<file path="config.mk">
export PLATFORM = sky130hd
export DESIGN_NAME = line_tx_sched
export DESIGN_NICKNAME = d
export VERILOG_FILES = /design/src/rtl/line_tx_sched.sv
export SDC_FILE = /design/constraint.sdc
export NUM_CORES = 1
export LEC_CHECK = 0
export CAP_MARGIN = 20
export CELL_PAD_IN_SITES_DETAIL_PLACEMENT = 1
export CELL_PAD_IN_SITES_GLOBAL_PLACEMENT = 2
export CORE_ASPECT_RATIO = 0.8
export CORE_MARGIN = 2
export CORE_UTILIZATION = 32
export CTS_BUF_LIST = sky130_fd_sc_hd__clkbuf_4
export CTS_CLUSTER_SIZE = 28
export DETAILED_ROUTE_END_ITERATION = 8
export GPL_TIMING_DRIVEN = 0
export PLACE_DENSITY = 0.75
export SYNTH_ARGS = -nofsm -noshare
export SYNTH_HDL_FRONTEND = slang
export SYNTH_SLANG_ARGS = --single-unit
</file>
<file path="constraint.sdc">
create_clock -name clk_i -period 2.3 [get_ports clk_i]
set_input_delay 0.345 -clock clk_i [delete_from_list [all_inputs] [get_ports clk_i]]
set_output_delay 0.345 -clock clk_i [all_outputs]
set_load 0.03 [all_outputs]
</file>
<file path="src/rtl/line_tx_sched.sv">
// line_tx_sched: frame-locked row scheduler feeding the line buffer -> UDP path.
// Each frame it requests rows 0, ROW_STEP, 2*ROW_STEP, ... one at a time. It waits
// for each transfer to complete or time out, then holds a pacing gap before the
// next request.
// Optional feature: define LINE_SCHED_RETRY_EN to re-issue a failed row up to
// MAX_RETRY times before dropping it.
// All outputs are registered. lb_trig trails the ISSUE state by one cycle, so
// frame_sync -> lb_trig is 2 cycles and lb_done -> next lb_trig is GAP_CYCLES+2.
module line_tx_sched #(
  parameter int V_ACT      = 720,
  parameter int ROW_STEP   = 1,
  parameter int GAP_CYCLES = 1000,
  parameter int TIMEOUT    = 200000,
  parameter int MAX_RETRY  = 2
) (
  input  logic                     clk_i,
  input  logic                     rstn_i,
  input  logic                     enable_i,
  input  logic                     frame_sync_i,
  input  logic                     cam_alt_i,
  output logic                     lb_trig_o,
  output logic [$clog2(V_ACT)-1:0] lb_row_o,
  output logic                     lb_cam_sel_o,
  input  logic                     lb_done_i,
  input  logic                     lb_err_i,
  output logic                     busy_o,
  output logic                     frame_done_o,
  output logic [15:0]              drop_cnt_o
);
  localparam int RW      = $clog2(V_ACT);
  localparam int GAP_LEN = (GAP_CYCLES == 0) ? 1 : GAP_CYCLES;
  localparam int TMAX    = (TIMEOUT > GAP_LEN) ? TIMEOUT : GAP_LEN;
  localparam int TW      = $clog2(TMAX + 1);

  typedef enum logic [2:0] {
    S_IDLE       = 3'd0,
    S_WAIT_FRAME = 3'd1,
    S_ISSUE      = 3'd2,
    S_WAIT_DONE  = 3'd3,
    S_GAP        = 3'd4
  } state_t;

  state_t          state_q, state_d;
  logic [TW-1:0]   timer_q, timer_d;
  logic [RW-1:0]   row_q, row_d;
  logic            cam_q, cam_d;
  logic [15:0]     drop_q, drop_d;
  logic            trig_q, trig_d;
  logic            busy_q, busy_d;
  logic            fdone_q, fdone_d;

  logic            start, fail, ok, gap_end, last;
  logic            retry_pend, drop_now;
  logic [RW:0]     next_row;

  // Events of the current cycle; a simultaneous lb_err beats lb_done.
  assign start    = (state_q == S_WAIT_FRAME) && enable_i && frame_sync_i;
  assign fail     = (state_q == S_WAIT_DONE) &&
                    (lb_err_i || (!lb_done_i && timer_q == TW'(TIMEOUT - 1)));
  assign ok       = (state_q == S_WAIT_DONE) && lb_done_i && !lb_err_i;
  assign gap_end  = (state_q == S_GAP) && (timer_q == TW'(GAP_LEN - 1));
  // One extra bit so the last step past V_ACT cannot wrap back into range.
  assign next_row = {1'b0, row_q} + (RW+1)'(ROW_STEP);
  assign last     = next_row >= (RW+1)'(V_ACT);

`ifdef LINE_SCHED_RETRY_EN
  localparam int CW = (MAX_RETRY > 0) ? $clog2(MAX_RETRY + 1) : 1;
  logic [CW-1:0] retry_q, retry_d;
  logic          pend_q, pend_d;

  assign retry_pend = pend_q;
  assign drop_now   = fail && (retry_q == CW'(MAX_RETRY));

  // Retry bookkeeping: a failure under budget marks the row for re-issue.
  always_comb begin
    retry_d = retry_q;
    pend_d  = pend_q;
    if (start) begin
      retry_d = '0;
      pend_d  = 1'b0;
    end else if (fail && !drop_now) begin
      retry_d = retry_q + 1'b1;
      pend_d  = 1'b1;
    end else if (gap_end) begin
      pend_d = 1'b0;
      if (!pend_q) retry_d = '0;
    end
  end

  // Retry registers.
  always_ff @(posedge clk_i or negedge rstn_i) begin
    if (!rstn_i) begin
      retry_q <= '0;
      pend_q  <= 1'b0;
    end else begin
      retry_q <= retry_d;
      pend_q  <= pend_d;
    end
  end
`else
  logic unused_cfg;
  assign unused_cfg = (MAX_RETRY < 0);
  assign retry_pend = 1'b0;
  assign drop_now   = fail;
`endif

  // State and registered outputs.
  always_ff @(posedge clk_i or negedge rstn_i) begin
    if (!rstn_i) begin
      state_q <= S_IDLE;
      timer_q <= '0;
      row_q   <= '0;
      cam_q   <= 1'b0;
      drop_q  <= '0;
      trig_q  <= 1'b0;
      busy_q  <= 1'b0;
      fdone_q <= 1'b0;
    end else begin
      state_q <= state_d;
      timer_q <= timer_d;
      row_q   <= row_d;
      cam_q   <= cam_d;
      drop_q  <= drop_d;
      trig_q  <= trig_d;
      busy_q  <= busy_d;
      fdone_q <= fdone_d;
    end
  end

  // Next-state: enable only takes effect while idle-ish or at the end of a gap.
  always_comb begin
    state_d = state_q;
    unique case (state_q)
      S_IDLE:       if (enable_i) state_d = S_WAIT_FRAME;
      S_WAIT_FRAME: begin
        if (!enable_i)         state_d = S_IDLE;
        else if (frame_sync_i) state_d = S_ISSUE;
      end
      S_ISSUE:      state_d = S_WAIT_DONE;
      S_WAIT_DONE:  if (fail || ok) state_d = S_GAP;
      S_GAP: begin
        if (gap_end) begin
          if (!enable_i)       state_d = S_IDLE;
          else if (retry_pend) state_d = S_ISSUE;
          else if (last)       state_d = S_WAIT_FRAME;
          else                 state_d = S_ISSUE;
        end
      end
      default:      state_d = S_IDLE;
    endcase
  end

  // Output/datapath next values; the timer restarts on every state change.
  always_comb begin
    timer_d = '0;
    row_d   = row_q;
    cam_d   = cam_q;
    drop_d  = drop_q;
    fdone_d = 1'b0;
    trig_d  = (state_q == S_ISSUE);
    busy_d  = (state_d == S_ISSUE) || (state_d == S_WAIT_DONE) || (state_d == S_GAP);
    if ((state_d == S_WAIT_DONE || state_d == S_GAP) && state_d == state_q)
      timer_d = timer_q + 1'b1;
    if (start) row_d = '0;
    if (gap_end && !retry_pend) begin
      if (last) begin
        fdone_d = 1'b1;
        if (cam_alt_i) cam_d = ~cam_q;
      end else if (enable_i) begin
        row_d = next_row[RW-1:0];
      end
    end
    if (drop_now && drop_q != 16'hFFFF) drop_d = drop_q + 16'd1;
  end

  assign lb_trig_o    = trig_q;
  assign lb_row_o     = row_q;
  assign lb_cam_sel_o = cam_q;
  assign busy_o       = busy_q;
  assign frame_done_o = fdone_q;
  assign drop_cnt_o   = drop_q;
endmodule

</file>
* After elaboration in Yosys (flattened, before gate mapping)
Index checks and enable logic that the tools add are counted.
** Storage, ports and cells
- Output and inout bits :: 30
- Input bits :: 7
- Word-level logic and storage cells :: 57
- Bits in registers :: 51
** Operators by class
- Reductions and logical operators :: 18
- Eq/ne operators :: 11
- Add/subtract/negate cells :: 3
- Multiplexer cells :: 15
- Order comparisons :: 1
- Bitwise logic cells :: 1
** Operators with widths (number)
- $mux 10 :: 4
- $add 18x1->18 const B :: 1
- $eq 18x10->1 const B :: 1
- $eq 18x18->1 const B :: 1
- $mux 18 :: 1
- $add 16x1->16 const B :: 1
- $ne 16x16->1 const B :: 1
- $mux 3 :: 5
- $pmux 3 s5 :: 1
- $eq 3x2->1 const B :: 4
- $add 10x1->11 const B :: 1
- $ge 11x10->1 const B :: 1
- $logic_and 1x1->1 :: 9
- $eq 3x3->1 const B :: 2
- $logic_or 1x1->1 :: 5
- $mux 2 :: 2
- $eq 3x1->1 const B :: 1
- $eq 3x3->1 :: 1
- $logic_not 3->1 :: 1
- $reduce_and 3->1 :: 1
- $logic_not 1->1 :: 2
- $mux 1 :: 2
- $not 1->1 :: 1

* Logic depth before layout (Yosys ltp)
Gate-level depths: netlist (run 1).
- Word-level depth :: 11
- Gate-level depth with buffers :: 9
- Gate-level depth less buffers :: 8

* Worst setup path after synthesis (run 1)
OpenSTA, ideal clock, no wires.
- Path type :: reg2reg
- Start point :: register row_q[0] (netlist: lb_row_o[0])
- End point :: register row_q[3] (netlist: lb_row_o[3])
- Stages on the path, launching flop included :: 10
- Required time :: 2181 ps
- Arrival time :: 2219 ps
- Path buffers :: 1
- Setup time :: 119 ps
- Path slack :: -38 ps
- Clock period less this slack :: 2338 ps
- Cells stage by stage :: dfrtp_1 > ha_1 > nand2_1 > nor3_1 > xor2_1 > a21oi_1 > o2111ai_1 > clkbuf_1 > nor3_1 > o21a_1
** Between the ends
- Word-level cells in the longest chain between the ends :: 4
- Elaborated cells on any way between the ends :: 5
- Those cells by class :: add/sub: 1; order compare: 1; mux: 3
** RTL lines
- start: declaration :: line 45 : logic [RW-1:0] row_q, row_d;
- start signal: assignment :: line 121 : row_q <= row_d;
- $add 10x1->11 (*) :: line 63 : assign next_row = {1'b0, row_q} + (RW+1)'(ROW_STEP);
- $ge 11x10->1 / $mux 10 (equally long branches) :: line 64, 169
- $mux 10 (*) :: line 166 : if (last) begin
- $mux 10 (*) :: line 165 : if (gap_end && !retry_pend) begin
- net row_d[3] :: line 45
Mark *: on every way through the listed nets, which the timed path passes. The rest lies on a longest branch.
A chain may end at the register's enable or synchronous reset.

* Final worst setup path (run 1)
- Start point :: register timer_q[13]
- End point :: register row_q[3] (netlist: lb_row_o[3])
** Between the ends
- Word-level cells in the longest chain between the ends :: 3
** RTL lines
- start: declaration :: line 44 : logic [TW-1:0] timer_q, timer_d;
- start signal: assignment :: line 120 : timer_q <= timer_d;
- $eq 18x10->1 :: line 61 : assign gap_end = (state_q == S_GAP) && (timer_q == TW'(GAP_LEN - 1));
- $logic_and 1x1->1 :: line 61
- $mux 10 :: line 165
- net row_d[3] :: line 45
The timed path passes the listed nets, and every way through them passes these cells.

==> results.toml, run 1 <==
[global_route]
grt_max_degree = 34
antenna_found_initial = 0
grt-ovfl-total = 0
grt_pass1_wl_um = 11000
grt_pass1_vias = 2258
grt_use_total_pct = 15.5

[die]
die-area_mm2 = 0.00871
initial_utilization_pct = 32.6
row_count = 29
coreArea_mm2 = 0.00784
io_pins = 37
die_h_um = 83.9
die_width_um = 104

[final_layout]
final_cells = 425
postLayoutCoreUtil_pct = 43.0
nets = 326
finalInstanceArea_mm2 = 0.00337
areaGrowthSynthToFinish_pct = 31.9
layout-drive-gt1-share_pct = 16.4
n_antenna_cell = 0

[timing]
slew_viol_final = 0
period_share_pct = 104
fin_skew_ns = 0.0177
setup_viol = 14
finalHoldViolCount = 0
holdWs_ns = 0.431
slew_headroom_pct = 44.1
fmax_mhz = 418
fin_crit_ns = 2.39
tightest_slew_ns = 0.831
setup_tns_ns = -0.572
rsz0062_at_grt = "yes"
setup_ws_ns = -0.0906

[status]
violations = "setup timing"
status = "finished, violations left"

[clock_network]
cts_tree = "done"
clock_sinks = 51
htreeDepth = 2
clockBufferDepth = 2
clock_tree.root_cell = "clkbuf_4"
clk_pin_slew_worst_paths_ns = 0.15
insertion_delay_ns = 0.38
cts_made_buffers = 5

[setup_path]
worstPathArrival_ns = 2.69
worstPathMaxFanout = 6
crit_path_end_kind = "register"
setup.worst_path.start_class = "register"
critical_path_required_ns = 2.59
path_class = "register to register"

[route]
drt_iter0_drc = 24
routed_via_density = 4.90
via_count = 2084
wl_per_cell_um = 14.6
wirelength_um = 6190
drt_drc_violations_left = 0
postRouteAntennaNets = 0
dr.pass1.iters = 4

[worst_hold_path]
hold_path_class = "input pin to asynchronous set/reset pin"

[power_and_ir_drop]
p_leak_nw = 1.40
clockPowerShare_pct = 20.5
swShare_pct = 34.1
seqPwrFrac_pct = 54.3
power.density_mw_per_mm2 = 584
power_mw = 1.97
p_int_mw = 1.30
ir_drop_mv = 0.447
power_frac_comb_pct = 25.2
net-switching-power_mw = 0.670

[place]
dp_hpwl_um = 4440
place_area_mm2 = 0.00307
gp_congestion = 0.730
dp_cells = 402
numPortBuffers = 36
pre_cts_ws_ns = -0.355

[yosys]
ys.flop_type = "dfrtp_1"
ys_seq_area_share_pct = 50.0
yosysWarnings = 0
synth_cells = 257
netlist_area_mm2 = 0.00255
avgSynthCellArea_um2 = 9.93
synth-seq-cells = 51
syn_nets = 267
synthArstFlopShare_pct = 100
synth_edf_count = 0
ys_types = 39

[run]
maxCapViolCount = 0
[final cells by class]
| class | instances | area (um^2) |
|---|---|---|
| Inverter | 7 | 26.3 |
| Sequential cell | 51 | 1280 |
| Tap cell | 108 | 135 |
| Fill cell | 908 | 4470 |
| Multi-Input combinational cell | 197 | 1350 |
| Clock buffer | 5 | 37.5 |
| Timing Repair Buffer | 52 | 498 |
| Clock inverter | 3 | 15.0 |
| Buffer | 2 | 26.3 |
[Yosys cell counts, drive strengths merged, types with 5 or more instances]
cell   count  share of area, %
a21oi      5              0.98
and3      10               2.5
dfrtp     51                50
inv        7               1.0
nand2     22               3.6
nand3     25               4.9
nand4      6               1.5
nor2      30               4.4
nor2b      5               1.2
nor3      12               2.7
o21ai      8               1.6
xnor2     18               6.2
xor2      18               6.2
[power by group through the flow]
stage,logic [mW],registers [mW],clock network [mW]
after global routing,0.550,1.09,0.458
after global placement,0.425,1.08,0
after CTS,0.497,1.07,0.428
final,0.496,1.07,0.403
after floorplan,0.186,1.14,0
after detailed placement,0.435,1.08,0
[state kept, by name (all words and copies together), names as in the netlist]
| register | flops |
|---|---|
| timer_q | 18 |
| drop_cnt_o | 16 |
| state_q | 3 |
| lb_cam_sel_o | 1 |
| lb_row_o | 10 |
| frame_done_o | 1 |
| lb_trig_o | 1 |
| busy_o | 1 |
[critical path, stage by stage, from the launching register on]
cell and delay [ns]:
dfrtp_1 0.44, or4_4 0.56, or4_1 0.44, nor2_2 0.15, o2111ai_4 0.20, buf_4 0.19
o21a_1 0.15, o21a_1 0.17
[final timing paths]
check | from | endpoint | slack (ns) | depth (start not counted)
setup / recovery | timer_q[13] | lb_row_o[3] | -0.09 | 7
min in group clk_i | lb_cam_sel_o | lb_cam_sel_o | 0.48 | 1
hold reg to reg | lb_cam_sel_o | lb_cam_sel_o | 0.48 | 1
setup reg to reg | timer_q[13] | lb_row_o[3] | -0.09 | 7
hold / removal | rstn_i | timer_q[4] | 0.43 | 2
max in group asynchronous | rstn_i | lb_row_o[4] | 1.31 | 3
[cell usage in the layout (no fill, tap or decap), types with 6 or more instances in the layout]
cell type        count
nor2_1              25
nand3_1             24
clkdlybuf4s50_1     35
inv_1                7
nand4_1              6
xnor2_1             18
xor2_1              18
dfrtp_1             46
nand2_1             20
and3_1              10
buf_4               12
nor3_1              10
[repair_timing]
item                                   4_1_cts  5_1_grt
hold buffers                                 1        0
endpoints found under the hold margin       18        0
setup endpoints to repair                   46       46
gates cloned                                 0        0
gates resized for setup                     22       11
buffers inserted                             7        7
pin swaps                                    6        6
[layer usage]
metal / up-vias / track usage [%] / routed length, um
met1: 1025 / 22.4 / 3220
met2: 31 / 23.3 / 2740
met5: - / 0 / 0
li1: 1020 / - / -
met3: 8 / 3.12 / 155
met4: 0 / 4.79 / 78
[logic make-up after synthesis]
logic type / Yosys count / share of synthesized area (%)
AOI/OAI and AO/OA: 30 / 8.43
xor gates and xnor gates: 36 / 12.4
buffers and inverters: 9 / 1.37
muxes: 1 / 0.441
adders and majority gates: 3 / 1.47
and+or+nand+nor: 127 / 25.9
DFF: 51 / 50.0
Note: power is estimated with default switching activity, not from simulation.
==> run 2, diff against run 1 <==
--- a/config.mk
+++ b/config.mk
@@ -12,7 +12,7 @@
 export CORE_MARGIN = 2
 export CORE_UTILIZATION = 32
 export CTS_BUF_LIST = sky130_fd_sc_hd__clkbuf_4
-export CTS_CLUSTER_SIZE = 28
+export CTS_CLUSTER_SIZE = 14
 export DETAILED_ROUTE_END_ITERATION = 8
 export GPL_TIMING_DRIVEN = 0
 export PLACE_DENSITY = 0.75
==> results of run 2 <==
Same layout as run 1: the final DEF is identical, and so are final timing and power.
==> run 3, diff against run 2 <==
--- a/config.mk
+++ b/config.mk
@@ -10,12 +10,12 @@
 export CELL_PAD_IN_SITES_GLOBAL_PLACEMENT = 2
 export CORE_ASPECT_RATIO = 0.8
 export CORE_MARGIN = 2
-export CORE_UTILIZATION = 32
+export CORE_UTILIZATION = 35
 export CTS_BUF_LIST = sky130_fd_sc_hd__clkbuf_4
 export CTS_CLUSTER_SIZE = 14
 export DETAILED_ROUTE_END_ITERATION = 8
 export GPL_TIMING_DRIVEN = 0
-export PLACE_DENSITY = 0.75
+export PLACE_DENSITY = 0.78
 export SYNTH_ARGS = -nofsm -noshare
 export SYNTH_HDL_FRONTEND = slang
 export SYNTH_SLANG_ARGS = --single-unit
==> constraint.sdc (replaced) <==
create_clock -name clk_i -period 2.59 [get_ports clk_i]
set_input_delay 0.3885 -clock clk_i [delete_from_list [all_inputs] [get_ports clk_i]]
set_output_delay 0.3885 -clock clk_i [all_outputs]
set_load 0.03 [all_outputs]
==> results.toml, run 3 (same netlist as run 1, synthesis figures left out) <==
[die]
io_pins = 37
die_h_um = 80.4
coreArea_mm2 = 0.00696
die-area_mm2 = 0.00800
die_width_um = 99.5
initial_utilization_pct = 36.7
row_count = 27

[route]
wl_per_cell_um = 15.1
drt_drc_violations_left = 0
wirelength_um = 5920
drt_iter0_drc = 46
dr.pass1.iters = 4
via_count = 2046
routed_via_density = 5.22
postRouteAntennaNets = 0

[place]
numPortBuffers = 36
dp_hpwl_um = 4350
pre_cts_ws_ns = -0.0635
gp_congestion = 0.786

[status]
status = "complete, no violations"

[global_route]
grt_max_degree = 27
antenna_found_initial = 0
grt_use_total_pct = 16.4
grt_pass1_vias = 2138
grt-ovfl-total = 0
grt_pass1_wl_um = 10300

[clock_network]
clock_sinks = 51
clockBufferDepth = 2
holdBufCountCts = 0
clk_pin_slew_worst_paths_ns = 0.15
cts_tree = "done"
htreeDepth = 2
clock_tree.root_cell = "clkbuf_4"
insertion_delay_ns = 0.38
cts_made_buffers = 5

[setup_path]
setup.worst_path.start_class = "register"
path_class = "register to register"
worstPathMaxFanout = 4
critical_path_required_ns = 2.87
crit_path_end_kind = "register"
worstPathArrival_ns = 2.69

[final_layout]
layout_common_cells = "dfrtp_1, clkdlybuf4s50_1, nor2_1"
multi_input_area_mm2 = 0.00128
seqCellArea_mm2 = 0.00128
n_antenna_cell = 0
areaGrowthSynthToFinish_pct = 24.2
final_common_cell = "dfrtp_1"
postLayoutCoreUtil_pct = 45.5
largest_register_ffs = 18
nets = 315
top_register = "timer_q"
layout-drive-gt1-share_pct = 9.84
n_fill_cell = 811

[timing]
period_share_pct = 93.0
tightest_slew_ns = 0.913
slew_headroom_pct = 38.5
slew_viol_final = 0
setup_viol = 0
finalHoldViolCount = 0
setup_ws_ns = 0.182
fin_skew_ns = 0.0206
fin_crit_ns = 2.41
rsz0062_at_grt = "no"
fmax_mhz = 415

[power_and_ir_drop]
ir_drop_mv = 0.385
power_mw = 1.70
power.density_mw_per_mm2 = 538
p_leak_nw = 1.32

[worst_hold_path]
hold_path_class = "input pin to asynchronous set/reset pin"

[run]
maxCapViolCount = 0
## run 3: timing repair
item / CTS / global route
resized for setup: 3 / 7
pin swaps: 1 / 1
endpoints found under the setup margin: 17 / 22
buffers inserted: 1 / 3
## run 3: layer usage
layer,global-route usage (%),routed length (um),vias to the layer above
li1,-,-,991
met1,24.2,3190,1014
met2,24.4,2480,34
met3,3.22,189,7
met4,4.52,63,0
met5,0,0,-
## run 3: metrics by stage
step                hold WS (ns)  cell area (um^2)  TNS (ns)  cells
finish                    0.0109              3170         0    392
CTS                       0.0244              3120         0    389
global placement           0.459              3020    -26.91    380
floorplan                 0.0929              2550         0    257
detailed placement         0.454              3040    -0.680    381
global route              0.0285              3170         0    392
## run 3: critical path: stages (launching register included)
cell	delay (ns)
dfrtp_1	0.43
or4_4	0.57
or4_1	0.46
nor2_1	0.22
o2111ai_2	0.21
and2_1	0.26
a21o_1	0.18
## run 3: worst paths after layout
| kind | startpoint | end | slack (ns) | cells past startpoint |
|---|---|---|---|---|
| max reg2reg | timer_q[12] | lb_row_o[7] | 0.18 | 6 |
| min in group clk_i | lb_cam_sel_o | lb_cam_sel_o | 0.49 | 1 |
| max | timer_q[12] | lb_row_o[7] | 0.18 | 6 |
| min | rstn_i | timer_q[7] | 0.01 | 1 |
| max in group asynchronous | rstn_i | drop_cnt_o[15] | 2.01 | 2 |
| min reg2reg | lb_cam_sel_o | lb_cam_sel_o | 0.49 | 1 |
## run 3: cell type report
type                            count  share of cell area, %
Buffer                              2                  0.395
Clock buffer                        5                   1.18
Clock inverter                      2                  0.276
Inverter                            7                  0.829
Multi-Input combinational cell    197                   40.4
Sequential cell                    51                   40.3
Tap cell                           87                   3.43
Timing Repair Buffer               41                   13.2
## run 3: where the power goes
part,internal (mW),switching (mW)
clock network,0.0970,0.250
registers,0.859,0.0855
logic,0.171,0.241
total,1.13,0.577
